`src/rtl/contador_ext_hi.sv`:
```
// Upper-count extension for the 4-bit contadorB counter: tracks carries/borrows
// and loads from the lower stage and presents a time-aligned composite count.
//
// state   | meaning
// ST_IDLE | out of reset, waiting for first load or enabled count; valid=0
// ST_RUN  | counting, upper follows rco_in/load_in from the lower stage
// ST_HOLD | enable low, upper frozen, lower-stage events ignored
module contador_ext_hi #(
  parameter int WIDTH_HI = 4
) (
  input  logic                  clk,
  input  logic                  reset,
  input  logic                  enable,
  input  logic [1:0]            mode,
  input  logic [WIDTH_HI-1:0]   D_hi,
  input  logic [3:0]            q_lo,
  input  logic                  rco_in,
  input  logic                  load_in,
  output logic [WIDTH_HI+3:0]   Q_ext,
  output logic                  rco_out,
  output logic                  load_out,
  output logic                  valid,
  output logic                  mode_chg
);

  typedef enum logic [1:0] {
    ST_IDLE = 2'd0,
    ST_RUN  = 2'd1,
    ST_HOLD = 2'd2
  } state_t;

  localparam logic [WIDTH_HI-1:0] ONE_HI = {{(WIDTH_HI-1){1'b0}}, 1'b1};

  state_t              state_q, state_d;
  logic [WIDTH_HI-1:0] upper_q, upper_d;
  logic [3:0]          q_lo_dly_q, q_lo_dly_d;
  logic [1:0]          mode_prev_q, mode_prev_d;
  logic                rco_out_q, rco_out_d;
  logic                load_out_q, load_out_d;
  logic                valid_q, valid_d;
  logic                mode_chg_q, mode_chg_d;
  logic                upd_en;

  always_comb begin
    state_d     = state_q;
    upper_d     = upper_q;
    rco_out_d   = 1'b0;
    load_out_d  = 1'b0;
    q_lo_dly_d  = q_lo;
    mode_prev_d = mode;

    // A load is still accepted while idle so the first lower-stage load seeds the upper count.
    upd_en = ((state_q == ST_RUN) && enable) || ((state_q == ST_IDLE) && load_in);

    if (upd_en) begin
      if (load_in) begin
        upper_d    = D_hi;
        load_out_d = 1'b1;
      end else if (rco_in) begin
        case (mode)
          2'b00: begin
            upper_d   = upper_q + ONE_HI;
            rco_out_d = &upper_q;
          end
          2'b01, 2'b10: begin
            upper_d   = upper_q - ONE_HI;
            rco_out_d = ~|upper_q;
          end
          default: ;
        endcase
      end
    end

    case (state_q)
      ST_IDLE: if (load_in || (enable && !rco_in)) state_d = ST_RUN;
      ST_RUN:  if (!enable) state_d = ST_HOLD;
      ST_HOLD: if (enable) state_d = ST_RUN;
      default: state_d = ST_IDLE;
    endcase

    valid_d    = valid_q | (state_d != ST_IDLE);
    mode_chg_d = (state_q == ST_RUN) && (mode != mode_prev_q);
  end

  always_ff @(posedge clk or negedge reset) begin
    if (!reset) begin
      state_q     <= ST_IDLE;
      upper_q     <= '0;
      q_lo_dly_q  <= '0;
      mode_prev_q <= 2'b00;
      rco_out_q   <= 1'b0;
      load_out_q  <= 1'b0;
      valid_q     <= 1'b0;
      mode_chg_q  <= 1'b0;
    end else begin
      state_q     <= state_d;
      upper_q     <= upper_d;
      q_lo_dly_q  <= q_lo_dly_d;
      mode_prev_q <= mode_prev_d;
      rco_out_q   <= rco_out_d;
      load_out_q  <= load_out_d;
      valid_q     <= valid_d;
      mode_chg_q  <= mode_chg_d;
    end
  end

  assign Q_ext    = {upper_q, q_lo_dly_q};
  assign rco_out  = rco_out_q;
  assign load_out = load_out_q;
  assign valid    = valid_q;
  assign mode_chg = mode_chg_q;

endmodule

```
`config.mk`:
```
export PLATFORM = sky130hd
export DESIGN_NAME = contador_ext_hi
export DESIGN_NICKNAME = d
export VERILOG_FILES = /design/src/rtl/contador_ext_hi.sv
export SDC_FILE = /design/constraint.sdc
export NUM_CORES = 1
export LEC_CHECK = 0
export CORE_ASPECT_RATIO = 1.25
export CORE_MARGIN = 2
export CORE_UTILIZATION = 39
export CTS_CLUSTER_SIZE = 12
export DETAILED_ROUTE_END_ITERATION = 8
export PLACE_DENSITY = 0.73
export SYNTH_ARGS = -nofsm -noshare
export SYNTH_HDL_FRONTEND = slang
export SYNTH_SLANG_ARGS = --single-unit
```
`constraint.sdc`:
```
create_clock -name clk -period 1.47 [get_ports clk]
set_clock_uncertainty 0.05 [all_clocks]
set_input_delay 0.294 -clock clk [delete_from_list [all_inputs] [get_ports clk]]
set_output_delay 0.294 -clock clk [all_outputs]
set_load 0.05 [all_outputs]
```
After elaboration in Yosys (flattened, before gate mapping). Index checks and enable logic that the tools add are counted.

Bitwise gates (word level): 1. Eq/ne operators: 5. Div/mod/pow operators: 0. Shift operators: 0. $lt $le $gt $ge: 0. Add/subtract/negate cells: 2. Reduce and logical (&&, ||, !) cells: 17. Muxes and demuxes: 13. $mul: 0.

Operator list (count): 2-to-1 mux 4 bit (2); one-hot mux 4 bit (2 select lines) (1); 2-to-1 mux 2 bit (3); one-hot mux 2 bit (3 select lines) (1); 2-to-1 mux 1 bit (5); adder 4 x 1 -> 4 bit (second input constant) (1); == test 2 x 1 -> 1 bit (second input constant) (2); == test 2 bit (second input constant) (2); logical AND 1 bit (4); zero test 2 bit (2); AND reduction 4 bit (1); nonzero test 2 bit (2); OR reduction 4 bit (1); subtractor 4 x 1 -> 4 bit (second input constant) (1); AND reduction 3 bit (1); nonzero test 3 bit (1); zero test 1 bit (2); logical OR 1 bit (2); != test 2 bit (1); one-hot mux 1 bit (2 select lines) (1); OR reduction 2 bit (1); bitwise OR 1 bit (1).

Memories kept: 0. ROM bits: 0. Output and inout port bits: 12. Latch bits: 0. Bits of input ports: 15. Bits in writable memories: 0. Word-level logic and storage cells: 46. Bits in registers: 16.

Logic depth before layout (Yosys ltp).
Word-level depth: 7. Gate-level depth with buffers: 9. Gate-level depth less buffers: 8.

Worst setup path before layout. No wires, ideal clock.

Kind: flip-flop to flip-flop. Start: reg upper_q[2]. End: reg upper_q[3]. Slack: -427 ps. Cell stages (with the launch flop): 6. Path buffers: 0. Clock period less this slack: 1897 ps. Arrival time: 1779 ps. Setup time: 68 ps. Data required time: 1352 ps. Cells stage by stage: dfrtp_1 -> ha_1 -> a311o_1 -> o211ai_1 -> mux2i_1 -> o221a_1.

Longest elaborated chain between the ends: 4. Elaborated cells between the ends (all ways): 5. Those cells by class: add/sub: 2; mux: 3.

Ends and longest elaborated chain: start, declared (line 35) `logic [WIDTH_HI-1:0] upper_q, upper_d;`; start signal, assigned (line 97) `upper_q <= upper_d;`; subtractor 4 x 1 -> 4 bit / adder 4 x 1 -> 4 bit (equally long branches) (line 66, 62); one-hot mux 4 bit (2 select lines) (*) (line 60) `case (mode)`; 2-to-1 mux 4 bit (*) (line 59) `end else if (rco_in) begin`; 2-to-1 mux 4 bit (*) (line 56) `if (load_in) begin`.

Every way passes the cells marked *; elsewhere a longest branch is shown, timed or not. The select of a mux whose other input is x is not followed. A chain may end at the register's enable or synchronous reset.

Final worst setup path. Same ends and word-level chain as after synthesis.

==> metrics <==
initial antenna violation count=0; Rows=18; Die W=between 40 and 50 µm; post-synth top area cell=dfrtp_1; ANT nets after route=0; Combinational Power Share=between 60% and 70%; critical path class=register to register; CTS tree=done; vias in the first global route=710; Die Ht=between 50 and 60 µm; CP Capture Type=register; GRT Total Usage=19.1%; Setup crit start kind=register; Post-Syn Area=786 µm²; I/O Buffers=26; global route overflow=0; failing checks=setup timing; Synth Instances=72; Syn Area/Cell=10.9 µm²; status=finished, violations left; post-layout util=between 70% and 80%; clock tree buffer depth=2; reg-to-reg slack, setup=-0.09 ns; average wire per standard cell=15.3 µm; Netlist cell types=27; syn_nets=91; TritonCTS Buffers=3; top-count cell post-synth=dfrtp_1; hold path endpoint=mode_prev_q[0]; reg-to-reg startpoint=upper_q[2]; Clk pwr share=10.4%; DR vias/cell=5.42; Ys Warns=0; # clock sinks=16; core box area=1940 µm²; clk root buf=clkbuf_4; WHS Path Cells=2; Synth Register Bits=16; RePlAce Congestion=between 0.8 and 0.9; Top FF cell, synth=dfrtp_1; initial drt markers=14; first-pass GRT wire length=3190 µm; Post-synth EDFFs=0; worst slew pin tran=0.416 ns; Critical Path Fanout Max=3; Fmax achieved=639 MHz; Final #Nets=roughly 140; residual DRC count=0; Cell Pwr Density=1590 nW/µm²; dpl hpwl=1600 µm; Crit path required time=1.64 ns; Arrival @ worst endpoint=1.74 ns; pin count of the biggest net entering global routing=17; post-synth top area share=51.0%; Pwr Total=2.21 mW; Hold Violations, Final=0; DR pass1 iterations=4; I/O pins=27; switching pwr=0.904 mW; Seq pwr share=between 20 and 30%; hold path start=mode[0]; Max Cap Viol=0; RSZ-0062 raised after global routing=true; Final Non-Filler Cells=136; setup TNS=-0.0959 ns; Setup WS post-layout=-0.0941 ns; die area=2390 µm²; sw frac=40.9%; CTS H-tree lvls=1; delay of the slowest critical-path stage=0.43 ns; top post-synthesis cells by area=dfrtp_1 (51%), ha_1 (6.4%), a21oi_1 (3.8%); R2R cell count=5; crit path cell chain=ha_4 > a311o_1 > o211ai_1 > mux2i_1 > o221a_1; cts hold-fix bufs=0; r2r endpoint=upper_q[3]; n_diodes=0; Initial Util=just over 40%; Setup Viol. Count Final=2; share of layout cells above drive strength 1=38.8%; via count=737; hold crit path type=input pin to register; Clock Pin Slew Worst Setup and Hold Paths=0.09 ns; Slew Limit Fails=0; Async SR Flop Fraction=100%; final WL=2080 µm; min Tclk post-route=1.56 ns; relative slew slack=72.2%; Slowest-stage cell, CP=dfrtp_2; Commonest cells post-synth=dfrtp_1 (16), nor2_1 (7), a21oi_1 (6), inv_1 (6), nand2_1 (5); Placed Cells=132; Peak VDD IR=1120 µV; register area share after synthesis=approximately half; Clock Latency Late Sink=a little under 0.3 ns; Tcrit/Tclk final=106%; Area Overhead vs Synth=77.1%; P_leak=0.616 nW; Int Pwr=roughly 1.3 mW
through the flow:
step,setup WS [ns],hold slack (ns),instance area [µm²]
after floorplan,-0.204,-0.0516,843
after global placement,-0.832,0.471,1350
after detailed placement,-0.918,0.485,1350
after CTS,-0.134,0.218,1380
after global routing,-0.142,0.200,1390
final,-0.0941,0.210,1390
worst max path at each step:
stage / start / to / slack, ns / depth (start not counted)
after floorplan: upper_q[2] / upper_q[3] / -0.20 / 5
after global placement: mode[0] / upper_q[3] / -0.83 / 8
after detailed placement: mode[0] / upper_q[3] / -0.92 / 8
after CTS: upper_q[2] / upper_q[3] / -0.13 / 5
after global routing: upper_q[2] / upper_q[3] / -0.14 / 5
final: upper_q[2] / upper_q[3] / -0.09 / 5
layout by cell type, fill, tap and decap left out, types with 2 or more instances in the layout:
cell             instances
xnor2_1                  3
inv_1                    4
nand2_1                  5
nor3_1                   2
ha_4                     2
nand2b_1                 2
clkbuf_4                 3
a31oi_1                  2
buf_12                  12
mux2i_1                  3
clkdlybuf4s50_1         11
nor2_1                   7
a21oi_1                  5
buf_6                    3
dfrtp_1                 14
buf_4                   16
dfrtp_2                  2
power groups by stage:
stage               combinational, mW  clock [mW]  sequential (mW)
detailed placement               1.32           0            0.653
finish                           1.33       0.229            0.648
floorplan                       0.400           0            0.924
global route                     1.42       0.253            0.657
CTS                              1.33       0.234            0.644
global placement                 1.29           0            0.641
registers in the layout, indices dropped and copies added (netlist names):
signal / flops
q_lo_dly_q: 4
upper_q: 4
mode_prev_q: 2
state_q: 2
load_out: 1
mode_chg: 1
rco_out: 1
valid: 1
logic make-up (layout without fill, tap and decap cells):
| logic type | Yosys count | after routing | share of synthesized area (%) |
|---|---|---|---|
| AND/OR/NAND/NOR | 22 | 22 | 13.5 |
| buffers and inverters | 8 | 52 | 4.46 |
| adder cells (fa/ha/maj) | 4 | 4 | 6.37 |
| XOR/XNOR | 4 | 4 | 4.46 |
| flip-flops | 16 | 16 | 51.0 |
| multiplexers | 3 | 3 | 3.82 |
| AO/OA/AOI/OAI | 15 | 15 | 16.4 |
area by class of cell:
type / instances / area (µm²)
inverters: 6 / 35.0
multi-input cells: 48 / 389
repair buffers: 43 / 517
well taps: 20 / 25.0
flip-flops and latches: 16 / 403
fillers: 142 / 546
clock buffers: 3 / 22.5
worst max-delay path: cells and delay by family, from the launching register on:
| family | cells | cell delay, ns |
|---|---|---|
| muxes | 1 | 0.22 |
| AOI/OAI and AO/OA | 3 | 0.58 |
| adders and majority gates | 1 | 0.23 |
| DFF | 1 | 0.43 |
timing repair:
item                                    4_1_cts  5_1_grt
pin swaps                                     2        4
endpoints found under the setup margin        5        4
resized for setup                            10        4
setup buffers                                 1        0
per-layer routing:
| layer | part of all wire [%] | global-route usage (%) | vias up |
|---|---|---|---|
| li1 | - | - | 341 |
| met1 | 39 | 20.5 | 354 |
| met2 | 53 | 34.1 | 33 |
| met3 | 5.3 | 3.02 | 9 |
| met4 | 3.4 | 13.1 | 0 |
| met5 | 0 | 0 | - |
No activity file was read; power rests on OpenSTA's default activity.
==> edit, RTL diff (config.mk and constraints unchanged) <==
The 3 states of `state_t` get a one-hot encoding in 3 bits.
--- a/src/rtl/contador_ext_hi.sv
+++ b/src/rtl/contador_ext_hi.sv
@@ -25,6 +25,6 @@
 
-  typedef enum logic [1:0] {
-    ST_IDLE = 2'd0,
-    ST_RUN  = 2'd1,
-    ST_HOLD = 2'd2
+  typedef enum logic [2:0] {
+    ST_IDLE = 3'b001,
+    ST_RUN  = 3'b010,
+    ST_HOLD = 3'b100
   } state_t;
Function: same outputs for any inputs over 10 cycles, from zero or initial values and one cycle with reset low; not proved beyond that.
==> edit against the unedited design <==
  * Critical path depth increased by 2
  * Critical endpoint is now upper_q[2]
  * Register-to-register slack got worse by 210 ps
  * Power increased by 19%
  * Design area increased by 11%
  * First-iteration DRC count unchanged
  * Wire length increased by 4.0%
  * Fmax decreased by 12%
  * Area after synthesis increased by 13%
  * The flow still finishes with violations (setup timing)
  * Worst setup slack got worse by 210 ps
  * Sequential cell count increased by 1
==> edit: results (changes against the unedited design) <==
stage	metric	value	unit	change
global_routing	grt_max_degree	18		+1
setup_path	startpoint	mode[0]		
cts	clk_pin_slew	110	ps	+20 ps
synth	synth_compound_area_frac	0.159		-0.00530
setup_path	r2r-end	upper_q[2]		
synth	yosys.cell_types.count	32		+19%
synth	synth_xor_area_frac	0.0393		-0.00526
drt	met3_length	114	µm	+2.7%
setup_path	slowest_delay	520	ps	+90 ps
hold_path	min_path_type	in -> async		
sta	finalWorstSetupSlack	-308	ps	-214 ps
sta	finalSetupViolCount	4		+2
synth	synth_area_leaders	dfrtp_1, ha_1, a211oi_1		
run_status	status	finished with violations		
setup_path	ff2ff_setup_slack	-300	ps	-210 ps
run_status	violations	setup timing		
synth	yosysSeqAreaShare	0.479		-0.0306
place	routabilityCongestion	0.868		-1.2%
synth	synthMuxAreaShare	0.0449		+0.00673
power_and_ir_drop	peakVddDrop	0.00151	V	+34%
drt	avgRoutedWirePerCell	13.6	µm	-11%
synth	synth_nets	101		+11%
global_routing	first_global_vias	814		+15%
setup_path	critical_path_class	in -> reg		
global_routing	grt_usage	0.182		-0.00923
drt	via_count	794		+7.7%
finish	nFillCells	174		+23%
synth	synth_top_family_by_area	simple AND/OR/NAND/NOR gates		
setup_path	rr_startpoint	state_q[0]		
setup_path	critPathSlowestCell	or4b_4		
==> edit: changes by cell type after synthesis, moves of 2 or more <==
cell / unedited run / this run
a31oi_1: 2 / 0
o21ai_0: 0 / 6
or2_2: 0 / 2
mux2i_1: 3 / 1
nor2_1: 7 / 2
a211o_1: 0 / 2
nor4_1: 0 / 2
mux2_4: 0 / 2
a21oi_1: 6 / 3
a211oi_1: 0 / 5
clkbuf_1: 0 / 2
==> edit: cell type report <==
type                       count  area share
clock inverter                 1     0.00325
clock buffer                   3      0.0146
timing repair buffer          45       0.341
sequential                    17       0.279
inverter                       5      0.0203
tap                           31      0.0252
multi-input combinational     57       0.317
==> edit: kinds of logic after synthesis <==
logic type | after synthesis
simple gates | 24
compound gates | 21
buf+inv | 7
xor+xnor | 4
flops | 17
fa+ha+maj | 5
mux | 3
==> edit: through the flow <==
step | std cells | cell area [µm²] | setup TNS [ps] | worst slack [ps] | hold WS, ps
floorplan | 81 | 936 | -993 | -302 | -51.6
finish | 159 | 1540 | -960 | -308 | 256
global placement | 155 | 1490 | -4290 | -944 | 466
CTS | 159 | 1530 | -1020 | -319 | 254
global route | 159 | 1540 | -1190 | -352 | 259
detailed placement | 155 | 1490 | -4470 | -983 | 479
==> edit: worst min-delay path by stage <==
stage / start / to / depth (start not counted)
after global placement: valid / valid / 1
after floorplan: reset / load_out / 0
after CTS: reset / q_lo_dly_q[2] / 2
final: reset / mode_prev_q[1] / 2
after global routing: reset / valid / 2
after detailed placement: valid / valid / 1
==> edit: repair_timing <==
action	4_1_cts	5_1_grt
endpoints found under the setup margin	5	5
hold endpoints to repair	0	0
pin swaps	4	2
resized for setup	10	2
==> edit: layer usage <==
| metal | track usage | up-vias |
|---|---|---|
| met1 | 0.241 | 384 |
| met5 | 0 | - |
| met2 | 0.302 | 26 |
| met4 | 0.0556 | 0 |
| met3 | 0.0253 | 0 |
| li1 | - | 384 |
==> edit: power by group through the flow <==
| stage | Sequential [mW] | Combinational [mW] | Clock [mW] |
|---|---|---|---|
| after CTS | 0.703 | 1.67 | 0.262 |
| final | 0.705 | 1.68 | 0.254 |
| after floorplan | 1.01 | 0.562 | 0 |
| after global placement | 0.707 | 1.60 | 0 |
| after global routing | 0.719 | 1.80 | 0.286 |
| after detailed placement | 0.711 | 1.64 | 0 |
